File: src/rtl/hamming74_decode_fifo.sv
// Hamming(7,4) decoder with single-bit correction feeding a small ready/valid FIFO.
// Codewords pass through one stage register, so a nibble is visible two edges after its strobe.
module hamming74_decode_fifo #(
  parameter int DEPTH = 4,
  parameter int PTR_W = 2
) (
  input  logic       clk,
  input  logic       rst_n,
  input  logic       ena,
  input  logic [6:0] code_in,
  input  logic       code_valid,
  input  logic       out_ready,
  output logic [3:0] data_out,
  output logic       corrected_out,
  output logic       out_valid,
  output logic       full,
  output logic       overflow,
  output logic [7:0] err_count
);

  localparam logic [PTR_W:0] DEPTH_C = (PTR_W+1)'(DEPTH);

  logic [6:0]       code_reg;
  logic             stage_valid_reg;
  logic [PTR_W-1:0] wr_ptr_reg;
  logic [PTR_W-1:0] rd_ptr_reg;
  logic [PTR_W:0]   count_reg;
  logic             overflow_reg;
  logic [7:0]       err_count_reg;

  logic [3:0] mem_data [DEPTH];
  logic       mem_corr [DEPTH];

  logic [2:0] syndrome;
  logic [6:0] flip_mask;
  logic [6:0] fixed_code;
  logic [3:0] dec_nibble;
  logic       dec_corrected;
  logic       pop;
  logic       push_req;
  logic       wr_ok;
  logic       drop;

  always_comb begin
    syndrome[0] = code_reg[0] ^ code_reg[2] ^ code_reg[4] ^ code_reg[6];
    syndrome[1] = code_reg[1] ^ code_reg[2] ^ code_reg[5] ^ code_reg[6];
    syndrome[2] = code_reg[3] ^ code_reg[4] ^ code_reg[5] ^ code_reg[6];
    flip_mask   = 7'd0;
    if (syndrome != 3'd0) begin
      flip_mask = 7'd1 << (syndrome - 3'd1);
    end
    fixed_code    = code_reg ^ flip_mask;
    dec_nibble    = {fixed_code[6], fixed_code[5], fixed_code[4], fixed_code[2]};
    dec_corrected = (syndrome != 3'd0);
  end

  assign out_valid = (count_reg != '0);
  assign full      = (count_reg == DEPTH_C);
  assign overflow  = overflow_reg;
  assign err_count = err_count_reg;

  // A pop only happens on a non-empty FIFO, which frees the slot a full-FIFO write needs.
  assign pop      = ena & out_valid & out_ready;
  assign push_req = ena & stage_valid_reg;
  assign wr_ok    = push_req & (~full | pop);
  assign drop     = push_req & full & ~pop;

  assign data_out      = out_valid ? mem_data[rd_ptr_reg] : 4'd0;
  assign corrected_out = out_valid ? mem_corr[rd_ptr_reg] : 1'b0;

  always_ff @(posedge clk or negedge rst_n) begin
    if (!rst_n) begin
      code_reg        <= '0;
      stage_valid_reg <= 1'b0;
      wr_ptr_reg      <= '0;
      rd_ptr_reg      <= '0;
      count_reg       <= '0;
      overflow_reg    <= 1'b0;
      err_count_reg   <= '0;
    end else if (ena) begin
      stage_valid_reg <= code_valid;
      if (code_valid) begin
        code_reg <= code_in;
      end
      if (wr_ok) begin
        wr_ptr_reg <= wr_ptr_reg + 1'b1;
      end
      if (pop) begin
        rd_ptr_reg <= rd_ptr_reg + 1'b1;
      end
      if (wr_ok && !pop) begin
        count_reg <= count_reg + 1'b1;
      end else if (pop && !wr_ok) begin
        count_reg <= count_reg - 1'b1;
      end
      if (drop) begin
        overflow_reg <= 1'b1;
      end
      if (wr_ok && dec_corrected && err_count_reg != 8'hFF) begin
        err_count_reg <= err_count_reg + 8'd1;
      end
    end
  end

  // Storage carries no reset; the occupancy count alone decides what is visible.
  always_ff @(posedge clk) begin
    if (wr_ok) begin
      mem_data[wr_ptr_reg] <= dec_nibble;
      mem_corr[wr_ptr_reg] <= dec_corrected;
    end
  end

endmodule

File: config.mk
export PLATFORM = sky130hd
export DESIGN_NAME = hamming74_decode_fifo
export DESIGN_NICKNAME = d
export VERILOG_FILES = /design/src/rtl/hamming74_decode_fifo.sv
export SDC_FILE = /design/constraint.sdc
export NUM_CORES = 1
export LEC_CHECK = 0
export CORE_MARGIN = 2
export CORE_UTILIZATION = 45
export CTS_CLUSTER_DIAMETER = 120
export DETAILED_ROUTE_END_ITERATION = 8
export HOLD_SLACK_MARGIN = 0.06
export PLACE_DENSITY = 0.66
export SETUP_SLACK_MARGIN = 0.15
export SYNTH_ARGS = -nofsm -noshare
export SYNTH_HDL_FRONTEND = slang
export SYNTH_SLANG_ARGS = --single-unit
File: constraint.sdc
create_clock -name clk -period 5.9 [get_ports clk]
set_clock_uncertainty 0.1 [all_clocks]
set_input_delay 1.475 -clock clk [delete_from_list [all_inputs] [get_ports clk]]
set_output_delay 1.475 -clock clk [all_outputs]
set_load 0.01 [all_outputs]
==> flow_metrics.env <==
export IMPL_status="finished, final reports clean"
export IMPL_dieArea_um2=5280
export IMPL_regArea_um2=1200
export IMPL_io_buffers=27
export IMPL_syn2layout_area_growth_pct=18.9
export IMPL_drive_above_1_share_pct=15.1
export IMPL_synth_top_area_share_pct=28.3
export IMPL_fmax_ghz=0.274
export IMPL_powerDensity_nw_per_um2=441
export IMPL_ant_nets=0
export IMPL_yosysWarnings=0
export IMPL_grtUsageMet3_pct=4.70
export IMPL_period_minus_slack_ns=3.65
export IMPL_avgSynthCellArea_um2=13.7
export IMPL_yosysTopAreaCell="dfrtp_1"
export IMPL_multiInputGateArea_um2=880
export IMPL_finish_utilization_pct=56.8
export IMPL_cts_setup_buffers=0
export IMPL_dpl_cell_area_um2=2430
export IMPL_setup_tns_ns=0
export IMPL_cts_tree="yes"
export IMPL_h_tree_depth=2
export IMPL_vias=1290
export IMPL_end_kind="output pin"
export IMPL_postCtsHoldBufs=0
export IMPL_setup_ws_ns=2.25
export IMPL_pre_cts_slack_ns=2.09
export IMPL_wire_per_inst_um=16.4
export IMPL_antenna_cells=0
export IMPL_slew_violations=0
export IMPL_grt_max_degree=25
export IMPL_dp_final_hpwl_mm=2.78
export IMPL_fin_nets=203
export IMPL_rsz0062_at_grt="no"
export IMPL_period_share_pct=61.8
export IMPL_setup_viol=0
export IMPL_firstDrtPassIters=4
export IMPL_drtIter0Drc=80
export IMPL_met1_usage_pct=19.6
export IMPL_fp_dieH_um=72.7
export IMPL_core_um2=4440
export IMPL_core_rowCount=24
export IMPL_ys_seq_elements=44
export IMPL_grt_busiest_layer="met2"
export IMPL_seq_area_frac_synth_pct=56.6
export IMPL_maxCapViolations=0
export IMPL_irDropWorstVdd_uv=190
export IMPL_numClockSinks=44
export IMPL_critical_path_class="register to output pin"
export IMPL_start_util_pct=47.8
export IMPL_cts_resized=0
export IMPL_clockBufferDepth=2
export IMPL_clockRootBuffer="clkbuf_8"
export IMPL_route_detailed_drc=0
export IMPL_slew_headroom_pct=25.1
export IMPL_cp_required_ns=4.32
export IMPL_drt_wl_total_mm=3.88
export IMPL_grt_use_met2_pct=28.0
export IMPL_final_cell_area_um2=2520
export IMPL_startpoint_type="register"
export IMPL_grt_pass1_wl_mm=6.40
export IMPL_largest_reg_flops=16
export IMPL_power_leakage_nw=0.957
export IMPL_grt_use_total_pct=16.4
export IMPL_reg2reg_depth=8
export IMPL_via_per_inst=5.44
export IMPL_tightest_slew_ns=1.12
export IMPL_first_global_vias=1329
export IMPL_grt_overflow_total=0
export IMPL_syn_cell_area_um2=2120
export IMPL_synth_area_leaders="dfrtp_1, edfxtp_1, xnor2_1"
export IMPL_path_cells="mux4_2 > and2_1 > clkdlybuf4s50_1"
export IMPL_chipWidth_um=72.7
export IMPL_hold_class="register to register"
export IMPL_synthDistinctLibCells=35
export IMPL_hold_violations=0
export IMPL_synth_nets=174
export IMPL_crit_path_max_incr_delay_ns=0.60
export IMPL_nFillCells=385
export IMPL_whs_path_depth=1
export IMPL_antenna_found_initial=0
export IMPL_synth_cells=155
export IMPL_numCtsBuffers=5
export IMPL_clk_insertion_delay_late_ns=0.29
export IMPL_crit_fanout=7
export IMPL_clk_pin_slew_ns=0.08
export IMPL_power_total_mw=1.11
export IMPL_ios=28
export IMPL_crit_arrival_ns=2.07
export IMPL_cp_slowest_cell="dfrtp_1"
export IMPL_place_congestion=0.752
Yosys cell counts:
cell	number
mux2_4	1
clkbuf_1	2
a31o_2	2
mux4_2	5
xnor2_1	13
nand2_4	1
nor4b_1	1
and4_1	1
mux2_2	8
nor2_1	3
nand4_1	4
inv_1	4
nor2b_1	1
o22ai_1	1
or3_1	3
dfrtp_1	24
xor2_2	1
buf_2	1
and2_1	10
nand2_1	5
or2_2	1
edfxtp_1	20
and3_1	3
nand3_1	10
a21o_1	1
buf_1	1
xnor3_2	1
xnor2_4	1
nor3b_1	1
a21oi_1	9
o21ai_0	4
ha_1	6
fa_1	1
xor2_1	4
buf_6	1
critical path, delay by kind of cell, from the launching register on:
kind,cells,cell delay (ns)
mux,1,0.54
simple gates,1,0.17
buf+inv,1,0.47
flops,1,0.60
logic make-up (layout without fill, tap and decap cells):
| kind of cell | count (synthesis) | after routing | synth area share, % |
|---|---|---|---|
| buffers and inverters | 9 | 39 | 2.00 |
| AO/OA/AOI/OAI | 17 | 17 | 4.54 |
| multiplexers | 14 | 14 | 10.3 |
| XOR/XNOR | 20 | 20 | 10.2 |
| AND/OR/NAND/NOR | 44 | 44 | 12.0 |
| flip-flops | 44 | 44 | 56.6 |
| adder cells (fa/ha/maj) | 7 | 7 | 4.48 |
stage by stage:
step	hold slack (ns)	std cells
after floorplan	0.365	155
final	0.377	237
after CTS	0.381	237
after global placement	0.366	229
after global routing	0.413	237
after detailed placement	0.362	229
area by class of cell:
class                      count  share of cell area [%]
sequential                    44                    47.6
multi-input combinational    102                    34.8
inverter                       4                   0.595
clock buffer                   7                    3.42
tap                           52                    2.58
clock inverter                 1                   0.297
timing repair buffer          27                    10.7
routing by layer:
metal  vias to the layer above  share of wire, %
met5                         -                 0
met3                         7               4.7
met1                       635                44
met2                        31                50
li1                        617                 -
met4                         0               1.7
layout by cell type, fill, tap and decap left out, types with 2 or more instances in the layout:
cell type / synthesis / final
inv_1: 4 / 4
dfrtp_1: 24 / 24
xor2_1: 4 / 4
clkdlybuf4s50_1: 0 / 27
xnor2_1: 13 / 13
nand3_1: 10 / 10
mux4_2: 5 / 5
and3_1: 3 / 3
nand2_1: 5 / 5
ha_1: 6 / 6
nand4_1: 4 / 4
a31o_2: 2 / 2
edfxtp_1: 20 / 20
o21ai_0: 4 / 4
or3_1: 3 / 3
and2_1: 10 / 10
mux2_2: 8 / 8
nor2_1: 3 / 3
a21oi_1: 9 / 9
clkbuf_8: 0 / 6
report_power, final:
part,leakage (nW),switching [mW],total (mW),internal [mW]
clock network,0.0445,0.101,0.196,0.0952
registers,0.471,0.0851,0.492,0.407
logic,0.441,0.183,0.424,0.241
total,0.957,0.369,1.11,0.743
worst paths after layout:
kind / end / slack [ns] / startpoint
setup reg to reg: count_reg[2] / 3.53 / count_reg[1]
hold / removal: overflow / 0.38 / overflow
setup / recovery: data_out[3] / 2.25 / rd_ptr_reg[0]
min in group asynchronous: code_reg[3] / 1.67 / rst_n
hold reg to reg: overflow / 0.38 / overflow
max in group asynchronous: rd_ptr_reg[1] / 3.35 / rst_n
Note: power is estimated with default switching activity, not from simulation.
